===== src/rtl/ps2_host_tx.sv =====
`default_nettype none
// ============================================================================
// Module      : ps2_host_tx
// Description : Host-to-device PS/2 command transmitter. Inhibits the bus,
//               issues a start bit, shifts out 8 data bits LSB-first plus odd
//               parity on device clock falls, releases for the stop bit and
//               checks the device ACK. Open-drain style: *_oe=1 pulls low.
// Options     : define PS2_TX_RETRY_EN to retry a failed frame up to two more
//               times before reporting tx_error.
// Revision    : 1.0 - initial release
// ============================================================================
module ps2_host_tx #(
    parameter int INHIBIT_CYCLES = 2500,
    parameter int TIMEOUT_CYCLES = 375000,
    parameter int FILTER_LEN     = 4
) (
    input  logic       clk,
    input  logic       reset,
    input  logic       tx_start,
    input  logic [7:0] tx_data,
    output logic       tx_busy,
    output logic       tx_done,
    output logic       tx_error,
    input  logic       ps2_clk_in,
    input  logic       ps2_data_in,
    output logic       ps2_clk_oe,
    output logic       ps2_data_oe
);

    localparam int INH_W = $clog2(INHIBIT_CYCLES + 1);
    localparam int TO_W  = $clog2(TIMEOUT_CYCLES + 1);
    localparam int FLT_W = $clog2(FILTER_LEN + 1);

    localparam logic [INH_W-1:0] c_inhLast = INH_W'(INHIBIT_CYCLES - 1);
    localparam logic [TO_W-1:0]  c_toLast  = TO_W'(TIMEOUT_CYCLES - 1);
    localparam logic [FLT_W-1:0] c_fltLast = FLT_W'(FILTER_LEN - 1);

    localparam logic [2:0] S_IDLE      = 3'd0;
    localparam logic [2:0] S_INHIBIT   = 3'd1;
    localparam logic [2:0] S_REQ       = 3'd2;
    localparam logic [2:0] S_BITS      = 3'd3;
    localparam logic [2:0] S_ACK       = 3'd4;
    localparam logic [2:0] S_WAIT_IDLE = 3'd5;
    localparam logic [2:0] S_DONE      = 3'd6;
    localparam logic [2:0] S_ERROR     = 3'd7;

    logic [2:0]       r_state;
    logic [2:0]       w_nextState;
    logic [2:0]       w_failState;
    logic [1:0]       r_clkSync;
    logic [1:0]       r_dataSync;
    logic             r_clkFilt;
    logic             r_clkFiltD;
    logic [FLT_W-1:0] r_filtCnt;
    logic             w_fall;
    logic             w_timeout;
    logic             w_accept;
    logic [8:0]       r_shift;
    logic [3:0]       r_bitCnt;
    logic [INH_W-1:0] r_inhCnt;
    logic [TO_W-1:0]  r_timeout;
`ifdef PS2_TX_RETRY_EN
    logic [7:0]       r_byte;
    logic [1:0]       r_retryCnt;
`endif

    assign w_accept  = (r_state == S_IDLE) && tx_start;
    assign w_fall    = r_clkFiltD & ~r_clkFilt;
    assign w_timeout = (r_timeout == c_toLast);

    // Two-flop synchronizers for both pins; idle bus level is high
    always_ff @(posedge clk) begin
        if (reset) begin
            r_clkSync  <= 2'b11;
            r_dataSync <= 2'b11;
        end else begin
            r_clkSync  <= {r_clkSync[0], ps2_clk_in};
            r_dataSync <= {r_dataSync[0], ps2_data_in};
        end
    end

    // Clock glitch filter: flip the level only after FILTER_LEN differing samples
    always_ff @(posedge clk) begin
        if (reset) begin
            r_clkFilt  <= 1'b1;
            r_clkFiltD <= 1'b1;
            r_filtCnt  <= '0;
        end else begin
            r_clkFiltD <= r_clkFilt;
            if (r_clkSync[1] == r_clkFilt) begin
                r_filtCnt <= '0;
            end else if (r_filtCnt == c_fltLast) begin
                r_clkFilt <= r_clkSync[1];
                r_filtCnt <= '0;
            end else begin
                r_filtCnt <= r_filtCnt + FLT_W'(1);
            end
        end
    end

    // State register
    always_ff @(posedge clk) begin
        if (reset) begin
            r_state <= S_IDLE;
        end else begin
            r_state <= w_nextState;
        end
    end

    // Next-state logic; failures either retry the frame or report an error
    always_comb begin
        w_failState = S_ERROR;
`ifdef PS2_TX_RETRY_EN
        if (r_retryCnt != 2'd2) begin
            w_failState = S_INHIBIT;
        end
`endif
        w_nextState = r_state;
        case (r_state)
            S_IDLE: begin
                if (tx_start) w_nextState = S_INHIBIT;
            end
            S_INHIBIT: begin
                if (r_inhCnt == c_inhLast) w_nextState = S_REQ;
            end
            S_REQ: begin
                if (w_timeout)   w_nextState = w_failState;
                else if (w_fall) w_nextState = S_BITS;
            end
            S_BITS: begin
                if (w_timeout)                         w_nextState = w_failState;
                else if (w_fall && r_bitCnt == 4'd8)   w_nextState = S_ACK;
            end
            S_ACK: begin
                if (w_timeout)   w_nextState = w_failState;
                else if (w_fall) w_nextState = r_dataSync[1] ? w_failState : S_WAIT_IDLE;
            end
            S_WAIT_IDLE: begin
                // A clean bus idle wins over a coincident timeout
                if (r_clkFilt && r_dataSync[1]) w_nextState = S_DONE;
                else if (w_timeout)             w_nextState = w_failState;
            end
            default: w_nextState = S_IDLE;
        endcase
    end

    // Moore outputs; DONE/ERROR are single-cycle pulse states with lines released
    always_comb begin
        tx_busy     = 1'b0;
        tx_done     = 1'b0;
        tx_error    = 1'b0;
        ps2_clk_oe  = 1'b0;
        ps2_data_oe = 1'b0;
        case (r_state)
            S_INHIBIT: begin
                tx_busy    = 1'b1;
                ps2_clk_oe = 1'b1;
            end
            S_REQ: begin
                tx_busy     = 1'b1;
                ps2_data_oe = 1'b1;
            end
            S_BITS: begin
                tx_busy     = 1'b1;
                ps2_data_oe = ~r_shift[0];
            end
            S_ACK, S_WAIT_IDLE: tx_busy  = 1'b1;
            S_DONE:             tx_done  = 1'b1;
            S_ERROR:            tx_error = 1'b1;
            default: ;
        endcase
    end

    // Datapath: shift register, bit/inhibit/timeout counters, retry bookkeeping
    always_ff @(posedge clk) begin
        if (reset) begin
            r_shift   <= '0;
            r_bitCnt  <= '0;
            r_inhCnt  <= '0;
            r_timeout <= '0;
`ifdef PS2_TX_RETRY_EN
            r_byte     <= '0;
            r_retryCnt <= '0;
`endif
        end else begin
            if (w_accept) begin
                r_shift <= {~^tx_data, tx_data};
            end else if (r_state == S_BITS && w_fall) begin
                r_shift <= {1'b1, r_shift[8:1]};
`ifdef PS2_TX_RETRY_EN
            end else if (r_state == S_INHIBIT) begin
                r_shift <= {~^r_byte, r_byte};
`endif
            end

            if (r_state != S_BITS)  r_bitCnt <= '0;
            else if (w_fall)        r_bitCnt <= r_bitCnt + 4'd1;

            if (r_state == S_INHIBIT && w_nextState == S_INHIBIT) r_inhCnt <= r_inhCnt + INH_W'(1);
            else                                                   r_inhCnt <= '0;

            // Runs from bus release to frame end, saturating at its terminal value
            if (r_state == S_IDLE || r_state == S_INHIBIT || r_state == S_DONE || r_state == S_ERROR)
                r_timeout <= '0;
            else if (!w_timeout)
                r_timeout <= r_timeout + TO_W'(1);

`ifdef PS2_TX_RETRY_EN
            if (w_accept) begin
                r_byte     <= tx_data;
                r_retryCnt <= '0;
            end else if (r_state != S_IDLE && r_state != S_INHIBIT && w_nextState == S_INHIBIT) begin
                r_retryCnt <= r_retryCnt + 2'd1;
            end
`endif
        end
    end

endmodule
`default_nettype wire


===== config.mk =====
export PLATFORM = sky130hd
export DESIGN_NAME = ps2_host_tx
export DESIGN_NICKNAME = d
export VERILOG_FILES = /design/src/rtl/ps2_host_tx.sv
export SDC_FILE = /design/constraint.sdc
export NUM_CORES = 1
export LEC_CHECK = 0
export ABC_AREA = 0
export CORE_MARGIN = 10
export CORE_UTILIZATION = 60
export DETAILED_ROUTE_END_ITERATION = 10
export PLACE_DENSITY = 0.81
export SETUP_SLACK_MARGIN = 0.3
export SLEW_MARGIN = 20
export SYNTH_ARGS = -nofsm -noshare
export SYNTH_HDL_FRONTEND = slang
export SYNTH_SLANG_ARGS = --single-unit

===== constraint.sdc =====
create_clock -name clk -period 5.4 [get_ports clk]
set_clock_uncertainty 0.15 [all_clocks]
set_input_delay 0.54 -clock clk [delete_from_list [all_inputs] [get_ports clk]]
set_output_delay 0.54 -clock clk [all_outputs]
set_load 0.01 [all_outputs]

==> metrics.csv, run 1 <==
stage;metric;value;unit
timing;finalSetupTns;0;ns
critical_path;worstPathMaxFanout;12;
clock_network;ctsHoldBuffers;0;
global_route;grt_antenna_before_repair;0;
clock_network;clkSinkCount;56;
synth;synthXorXnorAreaFrac;11.8;%
synth;yosys.area_share.adder;2.89;%
clock_network;clk-insertion-delay-late;0.31;ns
global_route;grt_max_degree;22;
critical_path;end_kind;primary output;
floorplanning;num_rows;23;
clock_network;numCtsBuffers;5;
synth;synth_edf_count;0;
timing;maxSlewViolCount;0;
synth;synth_area;2600;um^2
floorplanning;die_w;85.8;um
final_layout;drive_gt1_share;6.90;%
placed_design;dp_slack;2.79;ns
floorplanning;core;4090;um^2
global_route;grt_pass1_vias;2029;
synth;ys_warn_count;0;
route;vias;2078;
placed_design;io_buffers;17;
clock_network;htree_levels;2;
floorplanning;die-area;7370;um^2
hold_path;hp-class;reg2reg;
timing;hold_violations;0;
final_layout;final_common_cell;dfxtp_1;
synth;synth_flop_cell;dfxtp_1;
critical_path;critPathArrivalTime;2.03;ns
clock_network;postCtsSetupRepairBufs;0;
floorplanning;die_h;85.8;um
final_layout;antenna_cells;0;
clock_network;clock-root-buffer;clkbuf_8;
synth;avgSynthCellArea;8.52;um^2
clock_network;cts_resized;0;
pwr;ir_drop;0.000193;V
route;first_pass_iters;4;
synth;synth_top_family_by_area;simple AND/OR/NAND/NOR gates;
clock_network;cts_tree;done;
synth;synthCells;305;
route;viasPerCell;5.63;
timing;fin_crit;2.72;ns
route;wl_per_cell;13.3;um
synth;synth_mux_area_share;0.385;%
global_route;grt_first_pass_wirelength;9040;um
job;cap_violations;0;
synth;synth_compound_area_share;9.82;%
synth;async_flop_share;0;%
clock_network;clk_pin_slew_worst_paths;0.10;ns
pwr;power.density;262;nW/um^2
critical_path;critical_path_class;reg2out;
placed_design;dp_hpwl;3530;um
outcome;status;finished, final reports clean;
timing;fmax;0.368;GHz
timing;period_share;50.4;%
synth;synth.distinct_cells;47;
timing;slew_headroom;46.6;%
global_route;grt_usage;14.5;%
timing;finalSetupViolCount;0;
synth;ys_ff_latch;56;
timing;finalWorstSetupSlack;2.68;ns
route;ant_nets;0;
route;wl;4910;um
pwr;p_leak;0.986;nW
timing;rsz0062_at_grt;no;
critical_path;required;4.71;ns
final_layout;nFillCells;333;
synth;syn-num-nets;324;
placed_design;gp_congestion;0.827;
critical_path;start_kind;flip-flop;
final_layout;fin_nets;337;
synth;synthSimpleGateAreaFrac;28.3;%
final_layout;syn_to_final_growth;11.2;%
route;drc_errors;0;
floorplanning;pin_count;18;
route;dr.first_iter.drc_count;101;
timing;worstMarginPinSlew;0.799;ns
final_layout;layout_common_cells;56 x dfxtp_1, 51 x nor2_1, 33 x nand2_1, 24 x xnor2_1, 17 x clkdlybuf4s50_1;
global_route;grt.overflow.total;0;
clock_network;clockBufferDepth;2;
floorplanning;initial_core_util;63.6;%
synth;seq_area_frac_synth;43.1;%
report_power, final:
part	total [W]	internal, W	switching (W)
Sequential	0.000428	0.000422	0.00000661
Clock	0.000278	0.000140	0.000138
Combinational	0.0000524	0.0000267	0.0000257
Total	0.000758	0.000588	0.000170
path summary, 6_finish.rpt:
path / startpoint / endpoint / slack (ns) / cells past startpoint
max: r_state[0]$_SDFF_PP0_ / ps2_clk_oe / 2.68 / 3
min: r_dataSync[0]$_SDFF_PP1_ / r_dataSync[1]$_SDFF_PP1_ / 0.27 / 1
max reg2reg: r_inhCnt[0]$_SDFF_PP0_ / r_inhCnt[11]$_SDFF_PP0_ / 2.97 / 6
min reg2reg: r_dataSync[0]$_SDFF_PP1_ / r_dataSync[1]$_SDFF_PP1_ / 0.27 / 1
cell families after synthesis:
group / Yosys count
and+or+nand+nor: 149
DFF: 56
AOI/OAI and AO/OA: 37
xor gates and xnor gates: 35
buffers and inverters: 21
adders and majority gates: 6
muxes: 1
per-stage QoR:
step	utilization [%]	cells	power [W]	hold slack, ns	cell area (um^2)
floorplan	-	305	0.000472	0.239	2600
finish	70.7	369	0.000758	0.269	2890
CTS	70.7	369	0.000765	0.270	2890
global placement	67.9	361	0.000489	0.241	2780
global route	70.7	369	0.000790	0.289	2890
detailed placement	67.9	361	0.000490	0.245	2780
Yosys cell counts, types with 6 or more instances:
library cell,n,area [um^2]
inv_1,10,37.5
and3_1,9,56.3
xor2_1,11,96.3
nand2_1,33,124
a21oi_1,12,60.1
nor3_1,7,35.0
ha_1,6,75.1
nor2_1,51,191
xnor2_1,24,210
dfxtp_1,56,1120
a311oi_1,8,70.1
or2_2,8,50.1
nand3_1,10,50.1
worst max-delay path, cell delays in order, from the launching register on:
cell and delay (ns):
dfxtp_1 0.58, or3b_2 0.51, inv_1 0.09, clkdlybuf4s50_1 0.54
flip-flops by register name, indices dropped and copies added (netlist names):
register,cells
r_clkFiltD,1
r_timeout,19
r_clkSync,2
r_clkFilt,1
r_dataSync,2
r_shift,9
r_inhCnt,12
r_bitCnt,4
r_filtCnt,3
r_state,3
final cells by class:
type | count | area [um^2] | area share [%]
Clock buffer | 5 | 68.8 | 2.38
Clock inverter | 3 | 46.3 | 1.60
Inverter | 10 | 37.5 | 1.30
Multi-Input combinational cell | 228 | 1380 | 47.9
Sequential cell | 56 | 1120 | 38.8
Tap cell | 50 | 62.6 | 2.16
Timing Repair Buffer | 17 | 170 | 5.89
routing by layer:
| metal | part of all wire, % | global-route usage, % | routed length [um] | vias up |
|---|---|---|---|---|
| met4 | 0.81 | 5.69 | 40 | 0 |
| li1 | - | - | - | 1066 |
| met3 | 6.9 | 4.26 | 337 | 2 |
| met2 | 45 | 22.5 | 2230 | 50 |
| met1 | 47 | 18.5 | 2300 | 960 |
| met5 | 0 | 0 | 0 | - |
(Power assumes the default switching activity.)
==> run 2: changes to the inputs <==
--- a/config.mk
+++ b/config.mk
@@ -7,9 +7,9 @@
 export LEC_CHECK = 0
 export ABC_AREA = 0
 export CORE_MARGIN = 10
-export CORE_UTILIZATION = 60
+export CORE_UTILIZATION = 52
 export DETAILED_ROUTE_END_ITERATION = 10
-export PLACE_DENSITY = 0.81
+export PLACE_DENSITY = 0.75
 export SETUP_SLACK_MARGIN = 0.3
 export SLEW_MARGIN = 20
 export SYNTH_ARGS = -nofsm -noshare
==> constraint.sdc (replaced) <==
create_clock -name clk -period 2.2 [get_ports clk]
set_clock_uncertainty 0.15 [all_clocks]
set_input_delay 0.22 -clock clk [delete_from_list [all_inputs] [get_ports clk]]
set_output_delay 0.22 -clock clk [all_outputs]
set_load 0.01 [all_outputs]
==> run 2 against run 1 <==
  * Count of clock-buffer cells in the layout grew 2
  * Design area grew 9.0%
  * Sequential share of layout area shrank 2.4 points
  * Die area grew 12%
  * Flip-flop and latch count is the same
  * Non-clock buffer count grew 16
  * Global-route usage shrank 1.1 points
  * Power grew 140%
  * Highest routed layer unchanged
  * First-iteration DRC count grew 13%
  * Core utilization shrank 4.9 points
  * Critical path type is now reg2reg
  * Via count grew 4.6%
==> metrics.csv, run 2 (same netlist as run 1, synthesis figures left out) <==
stage;metric;value;unit;change
hold_path;min_from;r_dataSync[0]$_SDFF_PP1_;;
timing;fin_crit;1.85;ns;
critical_path;crit_family;simple AND/OR/NAND/NOR gates;;
critical_path;cp-endpoint;r_state[1]$_SDFF_PP0_;;
global_route;grt_pass1_vias;1982;;-2.3%
critical_path;start_kind;flip-flop;;
clock_network;clkSinkCount;56;;unchanged
timing;finalSetupViolCount;0;;unchanged
clock_network;ctsHoldBuffers;0;;unchanged
critical_path;crit_cells;5;;+2
pwr;intPower;0.00139;W;+140%
clock_network;clockBufferDepth;2;;unchanged
final_layout;fin_nets;354;;+5.0%
route;drc_errors;0;;unchanged
final_layout;largest_reg_flops;19;;unchanged
route;wl;5600;um;+14%
placed_design;placed_area;2890;um^2;+4.0%
final_layout;drive_gt1_share;18.5;%;+12 points
clock_network;clock-root-buffer;clkbuf_8;;
floorplanning;num_rows;25;;+8.7%
critical_path;max_stage_delay;0.53;ns;-0.05 ns
placed_design;dp_hpwl;3680;um;+4.2%
critical_path;critical_path_class;reg2reg;;
critical_path;rr_startpoint;r_timeout[17]$_SDFFE_PP0P_;;
timing;fmax;0.541;GHz;
pwr;switchingPower;0.000407;W;+140%
final_layout;largest-register;r_timeout;;
timing;finalWorstSetupSlack;0.352;ns;-2.33 ns
pwr;p_seq_share;57.9;%;+1.4 points
global_route;grt_max_degree;16;;-27%
critical_path;worstRegToRegCells;5;;-1
pwr;sw_frac_of_total;22.6;%;+0.16 points
pwr;power.density;572;nW/um^2;+120%
route;vias;2173;;+4.6%
timing;hold_violations;0;;unchanged
final_layout;layout_common_cells;51 x nor2_1, 45 x dfxtp_1, 33 x nand2_1, 24 x xnor2_1, 14 x buf_4;;
floorplanning;core;4790;um^2;+17%
critical_path;critPathArrivalTime;1.95;ns;-0.08 ns
floorplanning;initial_core_util;54.3;%;-9.3 points
timing;worstMarginPinSlew;0.570;ns;-0.229 ns
critical_path;crit_buf_inv;0;;-2
route;first_pass_iters;4;;unchanged
timing;rsz0062_at_grt;yes;;
route;wl_per_cell;13.9;um;+4.6%
global_route;grt.overflow.total;0;;unchanged
placed_design;gp_congestion;0.869;;+5.0%
final_layout;post-route-cell-area;3150;um^2;+9.0%
route;dr.first_iter.drc_count;114;;+13%
final_layout;nFillCells;397;;+19%
placed_design;io_buffers;17;;unchanged
pwr;p_clk_share;33.0;%;-3.6 points
clock_network;cts_tree;done;;
pwr;ir_drop;0.000423;V;+120%
clock_network;htree_levels;2;;unchanged
critical_path;cp_cell_sequence;nand4b_1, or4_4, or2_4, o211ai_1, a211o_1;;
placed_design;dp_slack;0.159;ns;-2.63 ns
floorplanning;pin_count;18;;unchanged
critical_path;critical_path.slowest_cell;or4_4;;
global_route;grt_antenna_before_repair;0;;unchanged
outcome;status;finished, final reports clean;;
timing;finalSetupTns;0;ns;unchanged
critical_path;rr_endpoint;r_state[1]$_SDFF_PP0_;;
job;cap_violations;0;;unchanged
placed_design;dp.cells;388;;+7.5%
pwr;p_leak;1.13;nW;+15%
critical_path;r2r_slack;0.35;ns;-2.62 ns
floorplanning;die_w;90.7;um;+5.7%
critical_path;worstPathMaxFanout;5;;-7
global_route;grt_usage;13.5;%;-1.1 points
final_layout;finalNonFillerCells;402;;+8.9%
critical_path;required;2.30;ns;-2.41 ns
clock_network;clk_pin_slew_worst_paths;0.09;ns;about the same
floorplanning;die_h;90.7;um;+5.7%
timing;period_share;84.0;%;
clock_network;numCtsBuffers;5;;unchanged
hold_path;hp-class;reg2reg;;
final_layout;final_common_cell;nor2_1;;
route;ant_nets;0;;unchanged
timing;slew_headroom;61.9;%;+15 points
critical_path;end_kind;flip-flop;;
pwr;p_comb_share;9.0;%;+2.1 points
route;viasPerCell;5.41;;-4.0%
floorplanning;die-area;8230;um^2;+12%
final_layout;antenna_cells;0;;unchanged
critical_path;startpoint;r_timeout[17]$_SDFFE_PP0P_;;
clock_network;clk-insertion-delay-late;0.31;ns;about the same
timing;maxSlewViolCount;0;;unchanged
global_route;grt_first_pass_wirelength;9390;um;+3.9%
final_layout;syn_to_final_growth;21.2;%;
final_layout;reg_top3;r_timeout: 19 flops, r_inhCnt: 12 flops, r_shift: 9 flops;;
-- run 2: cell types whose count changed in the layout (fill, tap and decap cells not counted), moves of 3 or more --
cell	delta
buf_4	+14
clkdlybuf4s50_1	-5
dfxtp_1	-11
dfxtp_2	+7
dfxtp_4	+4
dlygate4sd2_1	+3
nor4b_1	-3
or2_4	+4
-- run 2: power groups by stage --
stage | clock network, W | registers, W | logic (W)
detailed placement | 0 | 0.00107 | 0.000148
finish | 0.000595 | 0.00104 | 0.000163
global route | 0.000651 | 0.00105 | 0.000181
global placement | 0 | 0.00107 | 0.000145
CTS | 0.000611 | 0.00104 | 0.000147
floorplan | 0 | 0.00107 | 0.0000905
-- run 2: worst min-delay path by stage --
stage                                    end  slack (ns)  cells after the start
CTS                 r_dataSync[1]$_SDFF_PP1_        0.28                      1
floorplan            r_clkSync[0]$_SDFF_PP1_        0.17                      1
finish              r_dataSync[1]$_SDFF_PP1_        0.27                      1
global route         r_clkSync[1]$_SDFF_PP1_        0.28                      1
global placement    r_dataSync[1]$_SDFF_PP1_        0.24                      1
detailed placement  r_dataSync[1]$_SDFF_PP1_        0.25                      1
-- run 2: area by class of cell --
cell class | count | area (um^2) | area share [%]
timing repair buffer | 33 | 292 | 9.25
inverter | 10 | 37.5 | 1.19
tap | 67 | 83.8 | 2.66
clock buffer | 7 | 96.3 | 3.06
multi-input combinational | 229 | 1500 | 47.5
sequential | 56 | 1140 | 36.3
-- run 2: worst register-to-register path, stage by stage, from the launching register on --
cell and delay (ns):
dfxtp_2 0.34, nand4b_1 0.18, or4_4 0.53, or2_4 0.28, o211ai_1 0.16, a211o_1 0.15
-- run 2: metal layers --
metal	track usage, %	up-vias	part of all wire, %	wire, um
met5	0	-	0	0
met4	5.57	0	1.8	99
met3	3.24	10	4.0	224
met2	19.4	52	45	2530
met1	18.6	1009	49	2740
li1	-	1102	-	-
-- run 2: per-stage QoR --
stage | hold slack [ns] | total power (W) | util [%]
after floorplan | 0.174 | 0.00116 | -
after global placement | 0.242 | 0.00121 | 60.3
after detailed placement | 0.253 | 0.00122 | 60.3
after CTS | 0.278 | 0.00180 | 63.3
after global routing | 0.285 | 0.00188 | 65.8
final | 0.273 | 0.00180 | 65.8
-- run 2: repair_timing --
item / in CTS / in global routing
gates resized for setup: 16 / 26
pin swaps: 1 / 9
endpoints found under the setup margin: 29 / 29
hold endpoints to repair: 0 / 0
gates cloned: 1 / 1
buffers inserted: 1 / 4
==> run 3: changes to the inputs <==
==> constraint.sdc (replaced) <==
create_clock -name clk -period 1.7 [get_ports clk]
set_clock_uncertainty 0.15 [all_clocks]
set_input_delay 0.17 -clock clk [delete_from_list [all_inputs] [get_ports clk]]
set_output_delay 0.17 -clock clk [all_outputs]
set_load 0.01 [all_outputs]
==> run 3 against run 2 <==
  * The run now ends with setup timing left
  * Global-route usage up 2.4 points
  * Critical path type unchanged
  * Design area grew 27%
  * Core utilization increased by 18 points
  * Largest power group unchanged
  * Worst setup slack worse by 0.71 ns
  * Power up 39%
  * Die area did not move
  * Count of clock-buffer cells in the layout fell by 2
  * Sequential share of layout area decreased by 7.7 points
  * Routed wire length rose by 39%
  * First-iteration DRC count up 16%
==> metrics.csv, run 3 (same netlist as run 1, synthesis figures left out) <==
stage;metric;value;unit;change
floorplanning;pin_count;18;;unchanged
floorplanning;core;4790;um^2;unchanged
placed_design;dp_hpwl;4130;um;+12%
final_layout;antenna_cells;0;;unchanged
timing;fmax;0.485;GHz;-10%
route;wl;7790;um;+39%
timing;finalSetupTns;-6.02;ns;-6.02 ns
global_route;grt_antenna_before_repair;0;;unchanged
final_layout;largest_reg_flops;19;;unchanged
global_route;grt_max_degree;18;;+2
placed_design;dp.cells;432;;+11%
clock_network;ctsHoldBuffers;0;;unchanged
timing;finalSetupViolCount;33;;+33
global_route;grt_pass1_vias;2405;;+21%
timing;worstMarginPinSlew;0.408;ns;-0.162 ns
critical_path;worstPathMaxFanout;5;;unchanged
floorplanning;die-area;8230;um^2;unchanged
clock_network;clk_pin_slew_worst_paths;0.10;ns;about the same
critical_path;rr_endpoint;r_state[0]$_SDFF_PP0_;;
critical_path;required;1.82;ns;-0.48 ns
outcome;status;finished with violations;;
floorplanning;die_w;90.7;um;unchanged
route;first_pass_iters;4;;unchanged
global_route;grt.overflow.total;0;;unchanged
clock_network;numCtsBuffers;5;;unchanged
clock_network;clkSinkCount;56;;unchanged
placed_design;placed_area;3340;um^2;+16%
final_layout;syn_to_final_growth;53.5;%;
critical_path;rr_startpoint;r_timeout[4]$_SDFFE_PP0P_;;
final_layout;largest-register;r_timeout;;
critical_path;startpoint;r_timeout[4]$_SDFFE_PP0P_;;
clock_network;htree_levels;2;;unchanged
global_route;grt_first_pass_wirelength;11000;um;+17%
final_layout;post-route-cell-area;3990;um^2;+27%
timing;maxSlewViolCount;0;;unchanged
critical_path;critical_path_class;reg2reg;;
critical_path;end_kind;flip-flop;;
floorplanning;initial_core_util;54.3;%;unchanged
hold_path;hp-class;in2reg;;
route;dr.first_iter.drc_count;132;;+16%
critical_path;worstRegToRegCells;5;;unchanged
placed_design;gp_congestion;0.791;;-8.9%
timing;rsz0062_at_grt;yes;;
clock_network;clock-root-buffer;clkbuf_8;;
final_layout;reg_top3;r_timeout: 19 flops, r_inhCnt: 12 flops, r_shift: 9 flops;;
clock_network;clockBufferDepth;2;;unchanged
route;wl_per_cell;17.2;um;+23%
route;ant_nets;0;;unchanged
final_layout;final_common_cell;buf_4;;
clock_network;cts_tree;done;;
critical_path;start_kind;flip-flop;;
job;cap_violations;0;;unchanged
timing;fin_crit;2.06;ns;+0.213 ns
route;drc_errors;0;;unchanged
outcome;violations;setup timing;;
route;vias;2493;;+15%
final_layout;fin_nets;404;;+14%
critical_path;critPathArrivalTime;2.18;ns;+0.23 ns
critical_path;cp-endpoint;r_state[0]$_SDFF_PP0_;;
clock_network;clk-insertion-delay-late;0.32;ns;about the same
global_route;grt_usage;15.9;%;+2.4 points
final_layout;drive_gt1_share;43.8;%;+25 points
placed_design;io_buffers;17;;unchanged
final_layout;fin_util;83.4;%;+18 points
timing;period_share;121;%;+37 points
final_layout;finalNonFillerCells;453;;+13%
pwr;power.density;628;nW/um^2;+9.8%
placed_design;dp_slack;-0.268;ns;-0.427 ns
timing;finalWorstSetupSlack;-0.361;ns;-0.713 ns
timing;hold_violations;0;;unchanged
final_layout;layout_common_cells;47 x buf_4, 43 x dfxtp_1, 35 x nor2_1, 27 x nand2_1, 19 x xnor2_1;;
route;viasPerCell;5.50;;+1.8%
floorplanning;num_rows;25;;unchanged
timing;slew_headroom;72.4;%;+11 points
pwr;p_leak;1.51;nW;+33%
critical_path;r2r_slack;-0.36;ns;-0.71 ns
floorplanning;die_h;90.7;um;unchanged
pwr;ir_drop;0.000739;V;+75%
-- run 3: cell count changes in the layout (fill, tap and decap cells not counted), moves of 4 or more --
cell     before  now
nand2_2       0    4
buf_6         2   15
nor2_4        0   10
buf_4        14   47
nor3_4        1    5
nor2_1       51   35
xnor2_1      24   19
nand2_1      33   27
nor2_2        0    6
nor3_1        5    0
xnor2_2       0    5
-- run 3: critical path, stage by stage (launching register included) --
cell and delay [ns]:
dfxtp_1 0.41, nand4b_1 0.19, or4_4 0.56, or2_4 0.32, a211oi_2 0.24, o21a_1 0.14
-- run 3: worst min-delay path by stage --
stage	end	from	slack, ns	cells past startpoint
after floorplan	r_clkSync[0]$_SDFF_PP1_	ps2_clk_in	0.12	1
after global placement	r_dataSync[1]$_SDFF_PP1_	r_dataSync[0]$_SDFF_PP1_	0.24	1
after detailed placement	r_dataSync[1]$_SDFF_PP1_	r_dataSync[0]$_SDFF_PP1_	0.25	1
after CTS	r_dataSync[0]$_SDFF_PP1_	ps2_data_in	0.26	2
after global routing	r_clkSync[0]$_SDFF_PP1_	ps2_clk_in	0.27	2
final	r_dataSync[0]$_SDFF_PP1_	ps2_data_in	0.26	2
-- run 3: area by class of cell --
| cell class | instances | area (um^2) |
|---|---|---|
| Tap cell | 67 | 83.8 |
| Clock inverter | 3 | 42.5 |
| Timing Repair Buffer | 83 | 756 |
| Multi-Input combinational cell | 229 | 1860 |
| Sequential cell | 56 | 1140 |
| Inverter | 10 | 37.5 |
| Clock buffer | 5 | 68.8 |
| Fill cell | 266 | 795 |
-- run 3: per-stage QoR --
step / hold WS [ns] / power, W
after detailed placement: 0.248 / 0.00162
after floorplan: 0.124 / 0.00151
final: 0.258 / 0.00251
after global placement: 0.242 / 0.00161
after global routing: 0.272 / 0.00261
after CTS: 0.261 / 0.00249
-- run 3: timing repair --
action / 4_1_cts / 5_1_grt
pin swaps: 37 / 23
buffers inserted: 4 / 7
resized for setup: 69 / 56
setup endpoints to repair: 55 / 55
gates cloned: 1 / 1
-- run 3: metal layers --
layer	part of all wire, %	track usage, %	up-vias
met5	0	0	-
met4	4.1	5.57	0
met3	4.0	3.99	21
met2	50	27.0	66
met1	42	18.8	1205
li1	-	-	1201
-- run 3: power by group --
part           switching, W  internal [W]
Sequential        0.0000159       0.00134
Clock              0.000453      0.000437
Combinational      0.000127      0.000139
